`config.mk`:
```
export PLATFORM = sky130hd
export DESIGN_NAME = sdram_port_arbiter
export DESIGN_NICKNAME = d
export VERILOG_FILES = /design/src/rtl/sdram_port_arbiter.sv
export SDC_FILE = /design/constraint.sdc
export NUM_CORES = 1
export LEC_CHECK = 0
export ABC_AREA = 1
export BUFFER_PORTS_ARGS = -buffer_cell sky130_fd_sc_hd__buf_4
export CAP_MARGIN = 10
export CORE_MARGIN = 2
export CORE_UTILIZATION = 35
export DETAILED_ROUTE_END_ITERATION = 8
export GPL_TIMING_DRIVEN = 1
export PLACE_DENSITY = 0.72
export REMOVE_ABC_BUFFERS = 1
export SYNTH_ARGS = -nofsm -noshare
export SYNTH_HDL_FRONTEND = slang
export SYNTH_SLANG_ARGS = --single-unit
```
`constraint.sdc`:
```
create_clock -name clk_clk -period 2.6 [get_ports clk_clk]
set_input_delay 0.39 -clock clk_clk [delete_from_list [all_inputs] [get_ports clk_clk]]
set_output_delay 0.39 -clock clk_clk [all_outputs]
set_load 0.01 [all_outputs]
```
`src/rtl/sdram_port_arbiter.sv`:
```
// Two-port arbiter in front of the SDRAM controller's Avalon-MM slave.
// Port A has priority; port C is forced through after STARVE_LIMIT A grants; read data is routed back in order.
module sdram_port_arbiter #(
  parameter int ADDR_W       = 25,
  parameter int MAX_PEND     = 4,
  parameter int STARVE_LIMIT = 8
) (
  input  logic              clk_clk,
  input  logic              reset_reset_n,
  input  logic [ADDR_W-1:0] a_address,
  input  logic              a_read,
  input  logic              a_write,
  input  logic [15:0]       a_writedata,
  input  logic [1:0]        a_byteenable,
  output logic              a_waitrequest,
  output logic [15:0]       a_readdata,
  output logic              a_readdatavalid,
  input  logic [ADDR_W-1:0] c_address,
  input  logic              c_read,
  input  logic              c_write,
  input  logic [15:0]       c_writedata,
  input  logic [1:0]        c_byteenable,
  output logic              c_waitrequest,
  output logic [15:0]       c_readdata,
  output logic              c_readdatavalid,
  output logic [ADDR_W-1:0] m_address,
  output logic              m_read,
  output logic              m_write,
  output logic [15:0]       m_writedata,
  output logic [1:0]        m_byteenable,
  input  logic              m_waitrequest,
  input  logic [15:0]       m_readdata,
  input  logic              m_readdatavalid
);
  localparam int PW = (MAX_PEND > 1) ? $clog2(MAX_PEND) : 1;
  localparam int CW = $clog2(MAX_PEND + 1);
  localparam int SW = $clog2(STARVE_LIMIT + 1);
  localparam logic [CW-1:0] PEND_MAX   = CW'(MAX_PEND);
  localparam logic [SW-1:0] STARVE_MAX = SW'(STARVE_LIMIT);

  typedef enum logic [1:0] {IDLE, GRANT_A, GRANT_C} state_t;
  state_t state, state_nxt;

  logic [MAX_PEND-1:0] id_fifo;
  logic [PW-1:0]       wr_ptr, rd_ptr;
  logic [CW-1:0]       pending;
  logic [SW-1:0]       starve;
  logic pend_ok, a_elig, c_elig, c_req, pick_a, pick_c;
  logic acc_a, acc_c, push, pop;

  // A read can only be granted while an ID slot is free; writes are untracked.
  assign pend_ok = (pending < PEND_MAX);
  assign a_elig  = a_read ? pend_ok : a_write;
  assign c_elig  = c_read ? pend_ok : c_write;
  assign c_req   = c_read | c_write;
  assign pick_c  = c_elig && (!a_elig || starve == STARVE_MAX);
  assign pick_a  = a_elig && !pick_c;
  assign push    = (acc_a | acc_c) & m_read;
  assign pop     = m_readdatavalid && (pending != '0);

  always_ff @(posedge clk_clk or negedge reset_reset_n) begin
    if (!reset_reset_n) state <= IDLE;
    else                state <= state_nxt;
  end

  always_comb begin
    state_nxt     = state;
    a_waitrequest = 1'b1;
    c_waitrequest = 1'b1;
    acc_a         = 1'b0;
    acc_c         = 1'b0;
    case (state)
      IDLE: begin
        if (pick_c)      state_nxt = GRANT_C;
        else if (pick_a) state_nxt = GRANT_A;
      end
      GRANT_A: begin
        a_waitrequest = m_waitrequest;
        acc_a         = !m_waitrequest;
        if (!m_waitrequest) state_nxt = IDLE;
      end
      GRANT_C: begin
        c_waitrequest = m_waitrequest;
        acc_c         = !m_waitrequest;
        if (!m_waitrequest) state_nxt = IDLE;
      end
      default: state_nxt = IDLE;
    endcase
  end

  // Command register; read wins if a port asserts read and write together.
  always_ff @(posedge clk_clk or negedge reset_reset_n) begin
    if (!reset_reset_n) begin
      m_address    <= '0;
      m_read       <= 1'b0;
      m_write      <= 1'b0;
      m_writedata  <= '0;
      m_byteenable <= '0;
    end else if (state == IDLE) begin
      if (pick_c) begin
        m_address    <= c_address;
        m_read       <= c_read;
        m_write      <= c_write & ~c_read;
        m_writedata  <= c_writedata;
        m_byteenable <= c_byteenable;
      end else if (pick_a) begin
        m_address    <= a_address;
        m_read       <= a_read;
        m_write      <= a_write & ~a_read;
        m_writedata  <= a_writedata;
        m_byteenable <= a_byteenable;
      end
    end else if (acc_a | acc_c) begin
      m_read  <= 1'b0;
      m_write <= 1'b0;
    end
  end

  always_ff @(posedge clk_clk or negedge reset_reset_n) begin
    if (!reset_reset_n)                      starve <= '0;
    else if (!c_req || acc_c)                starve <= '0;
    else if (acc_a && starve != STARVE_MAX)  starve <= starve + 1'b1;
  end

  // Read-ID FIFO: one bit per outstanding read, 0 = A, 1 = C.
  always_ff @(posedge clk_clk or negedge reset_reset_n) begin
    if (!reset_reset_n) begin
      id_fifo <= '0;
      wr_ptr  <= '0;
      rd_ptr  <= '0;
      pending <= '0;
    end else begin
      if (push) begin
        id_fifo[wr_ptr] <= acc_c;
        wr_ptr          <= wr_ptr + 1'b1;
      end
      if (pop) rd_ptr <= rd_ptr + 1'b1;
      case ({push, pop})
        2'b10:   pending <= pending + 1'b1;
        2'b01:   pending <= pending - 1'b1;
        default: pending <= pending;
      endcase
    end
  end

  // Stray read data with no tracked ID is discarded.
  always_ff @(posedge clk_clk or negedge reset_reset_n) begin
    if (!reset_reset_n) begin
      a_readdata      <= '0;
      a_readdatavalid <= 1'b0;
      c_readdata      <= '0;
      c_readdatavalid <= 1'b0;
    end else begin
      a_readdatavalid <= pop & ~id_fifo[rd_ptr];
      c_readdatavalid <= pop &  id_fifo[rd_ptr];
      if (pop && !id_fifo[rd_ptr]) a_readdata <= m_readdata;
      if (pop &&  id_fifo[rd_ptr]) c_readdata <= m_readdata;
    end
  end
endmodule
```
==> metrics.cfg <==
[finish]
drive_above_1_share_pct=31.5
antenna_cells=0
fin_nets=890
design_area_um2=6600
fillers=1329
area_delta_synth_final_pct=38.0
finalNonFillerCells=950

[worst_setup_path]
crit_family=adder cells
worstSetupPathDepth=13
critPathBufInv=4
crit_chain=inv_1, ha_1, inv_1, nor2_1, inv_1, nand2_1, nand2_1, ha_1, inv_1, fa_1, a21oi_1, o21ai_0, xor2_1
r2r_end=pending[2]
critPathLaunchType=flop
max_stage_delay_ps=380
worstPathArrival_ps=2450
cpMaxStageDelayCell=fa_1
cp-startpoint=state[0]
reg2reg_from=state[0]
r2r_cells=13
reg2reg_slack_ps=360
crit_fanout=6
cpMostUsedCell=inv_1
criticalPathCategory=flop to flop
end_kind=flop
cp.required_ps=2810

[sta]
finalCritPeriodShare_pct=86.2
worst_pin_slew_ps=667
drv_slew=0
fin_ws_ps=358
timing.slew.headroom_pct=55.5
rsz0062_at_grt=false
setup_viol=0
hold_viol=0
finClkSkew_ps=6.83
fmax_mhz=446
fin_crit_ps=2240
setup_tns_ps=0

[floorplanning]
num_rows=42
die_h_um=121
die_area_um2=14600
core_um2=13300
io_pins=191
die_w_um=121
initial_core_util_pct=36.0

[global_route]
grt-ovfl-total=0
grt_usage_pct=17.4
grt_start_max_net_pins=53
grt_pass1_vias=4150
grt_antenna_before_repair=0
grt_pass1_wl_mm=20.3

[cts]
cts_hold_buf=0
ctsHtreeMaxLevel=3
post_cts_resized=0
clock-sinks=96
clock_latency_ps=340
clk_pin_slew_ps=60
cts_buffers=9
cts_buffer_depth=2
post-cts-setup-buffers=0
root_buffer=clkbuf_16
cts_tree=yes

[power_and_ir_drop]
seqPwrFrac_pct=35.1
power_density_nw_per_um2=1120
p_leak_uw=0.00369
p_int_uw=4500
p_switching_uw=2890
max-vdd-ir-drop_mv=0.409
p_clk_share_pct=19.2
power_frac_comb_pct=45.7
p_sw_share_pct=39.2
total_power_uw=7390

[logic_synthesis]
netlist_instances=591
synth-seq-cells=96
yosys_warnings=0
synth.yosys.seq_area_share_pct=50.2
synthesis.area_um2=4780
ys_types=27
avgSynthCellArea_um2=8.09

[place]
post_dp_cell_area_um2=6280
dp_hpwl_mm=8.85
post-place-cells=934
gp_congestion=0.773
dp_slack_ps=376
io_buffers=190

[routing]
drtPass1Iterations=4
initialDrtViolationCount=270
antenna_left=0
viasPerCell=4.53
drc_errors=0
wire_per_inst_um=12.7
vias=4308
drt_wl_total_mm=12.1

[outcome]
status=completed

[min_path]
hold_path_class=input port to async pin

[run]
drv_cap=0

per-layer routing:
metal  track usage [%]  up-vias  wire [µm]
met3              4.79       18        906
met2              27.4      150       5470
li1                  -     2191          -
met1              23.1     1949       5510
met4              6.10        0        228
met5                 0        -          0
through the flow:
step                      utilization, %  hold WS [ps]
after floorplan                        -          94.4
after detailed placement            47.2           466
after global routing                49.6           148
after CTS                           49.6           111
final                               49.6          98.0
after global placement              47.2           463
cell usage after synthesis:
| master | count | area share (%) |
|---|---|---|
| a21oi_1 | 3 | 0.31 |
| a31oi_4 | 1 | 0.44 |
| buf_2 | 18 | 1.9 |
| buf_4 | 2 | 0.31 |
| buf_6 | 6 | 1.4 |
| buf_8 | 2 | 0.63 |
| clkbuf_2 | 1 | 0.10 |
| dfrtp_1 | 96 | 50 |
| fa_1 | 1 | 0.42 |
| ha_1 | 10 | 2.6 |
| inv_1 | 39 | 3.1 |
| inv_2 | 4 | 0.31 |
| inv_4 | 1 | 0.13 |
| nand2_1 | 288 | 23 |
| nand2_2 | 3 | 0.39 |
| nand2_4 | 1 | 0.24 |
| nand3_1 | 34 | 3.6 |
| nand3_2 | 19 | 4.0 |
| nand4_1 | 2 | 0.26 |
| nor2_1 | 7 | 0.55 |
| nor2_2 | 1 | 0.13 |
| nor2_4 | 2 | 0.47 |
| nor2_8 | 1 | 0.42 |
| o21ai_0 | 17 | 1.8 |
| o21ai_1 | 27 | 2.8 |
| xnor2_1 | 1 | 0.18 |
| xor2_1 | 4 | 0.73 |
how the worst max path moves through the flow:
stage	endpoint
detailed placement	pending[2]
global route	pending[2]
global placement	pending[2]
finish	pending[2]
floorplan	m_address[0]
CTS	pending[2]
cell families after synthesis:
kind of cell | count (synthesis) | synth area share, %
AND/OR/NAND/NOR | 358 | 32.6
AO/OA/AOI/OAI | 48 | 5.36
buffers and inverters | 73 | 7.85
adder cells (fa/ha/maj) | 11 | 3.04
XOR/XNOR | 5 | 0.916
flip-flops | 96 | 50.2
cells in the final DEF, fill, tap and decap left out, types with 2 or more instances in the layout:
cell / count
buf_4: 195
nor2_4: 2
dfrtp_1: 96
xor2_1: 4
bufinv_16: 2
nand2_1: 288
ha_1: 10
inv_1: 39
nand2_2: 3
nor2_1: 7
nand3_1: 34
nand3_2: 19
o21ai_0: 17
clkinv_2: 2
clkbuf_16: 9
a21oi_1: 3
o21ai_1: 27
inv_2: 4
nand4_1: 2
registers in the layout (all words and copies together), names as in the netlist, 2 cells and up:
signal	flops
m_address	25
a_readdata	16
c_readdata	16
m_writedata	16
id_fifo	4
starve	4
pending	3
m_byteenable	2
rd_ptr	2
state	2
wr_ptr	2
power by group through the flow:
stage	clock network, µW	registers [µW]	logic (µW)
6_report	1420	2590	3380
5_1_grt	1530	2680	3850
4_1_cts	1460	2590	3450
3_5_place_dp	0	2600	3450
3_3_place_gp	0	2580	3380
2_1_floorplan	0	2830	1560
layout make-up:
| cell class | count | area, µm² | share of cell area [%] |
|---|---|---|---|
| flip-flops and latches | 96 | 2400 | 36.4 |
| inverters | 44 | 168 | 2.54 |
| well taps | 176 | 220 | 3.34 |
| repair buffers | 196 | 1480 | 22.5 |
| clock buffers | 11 | 243 | 3.68 |
| multi-input cells | 422 | 2000 | 30.4 |
| clock inverters | 5 | 78.8 | 1.19 |
No activity file was read; power rests on OpenSTA's default activity.
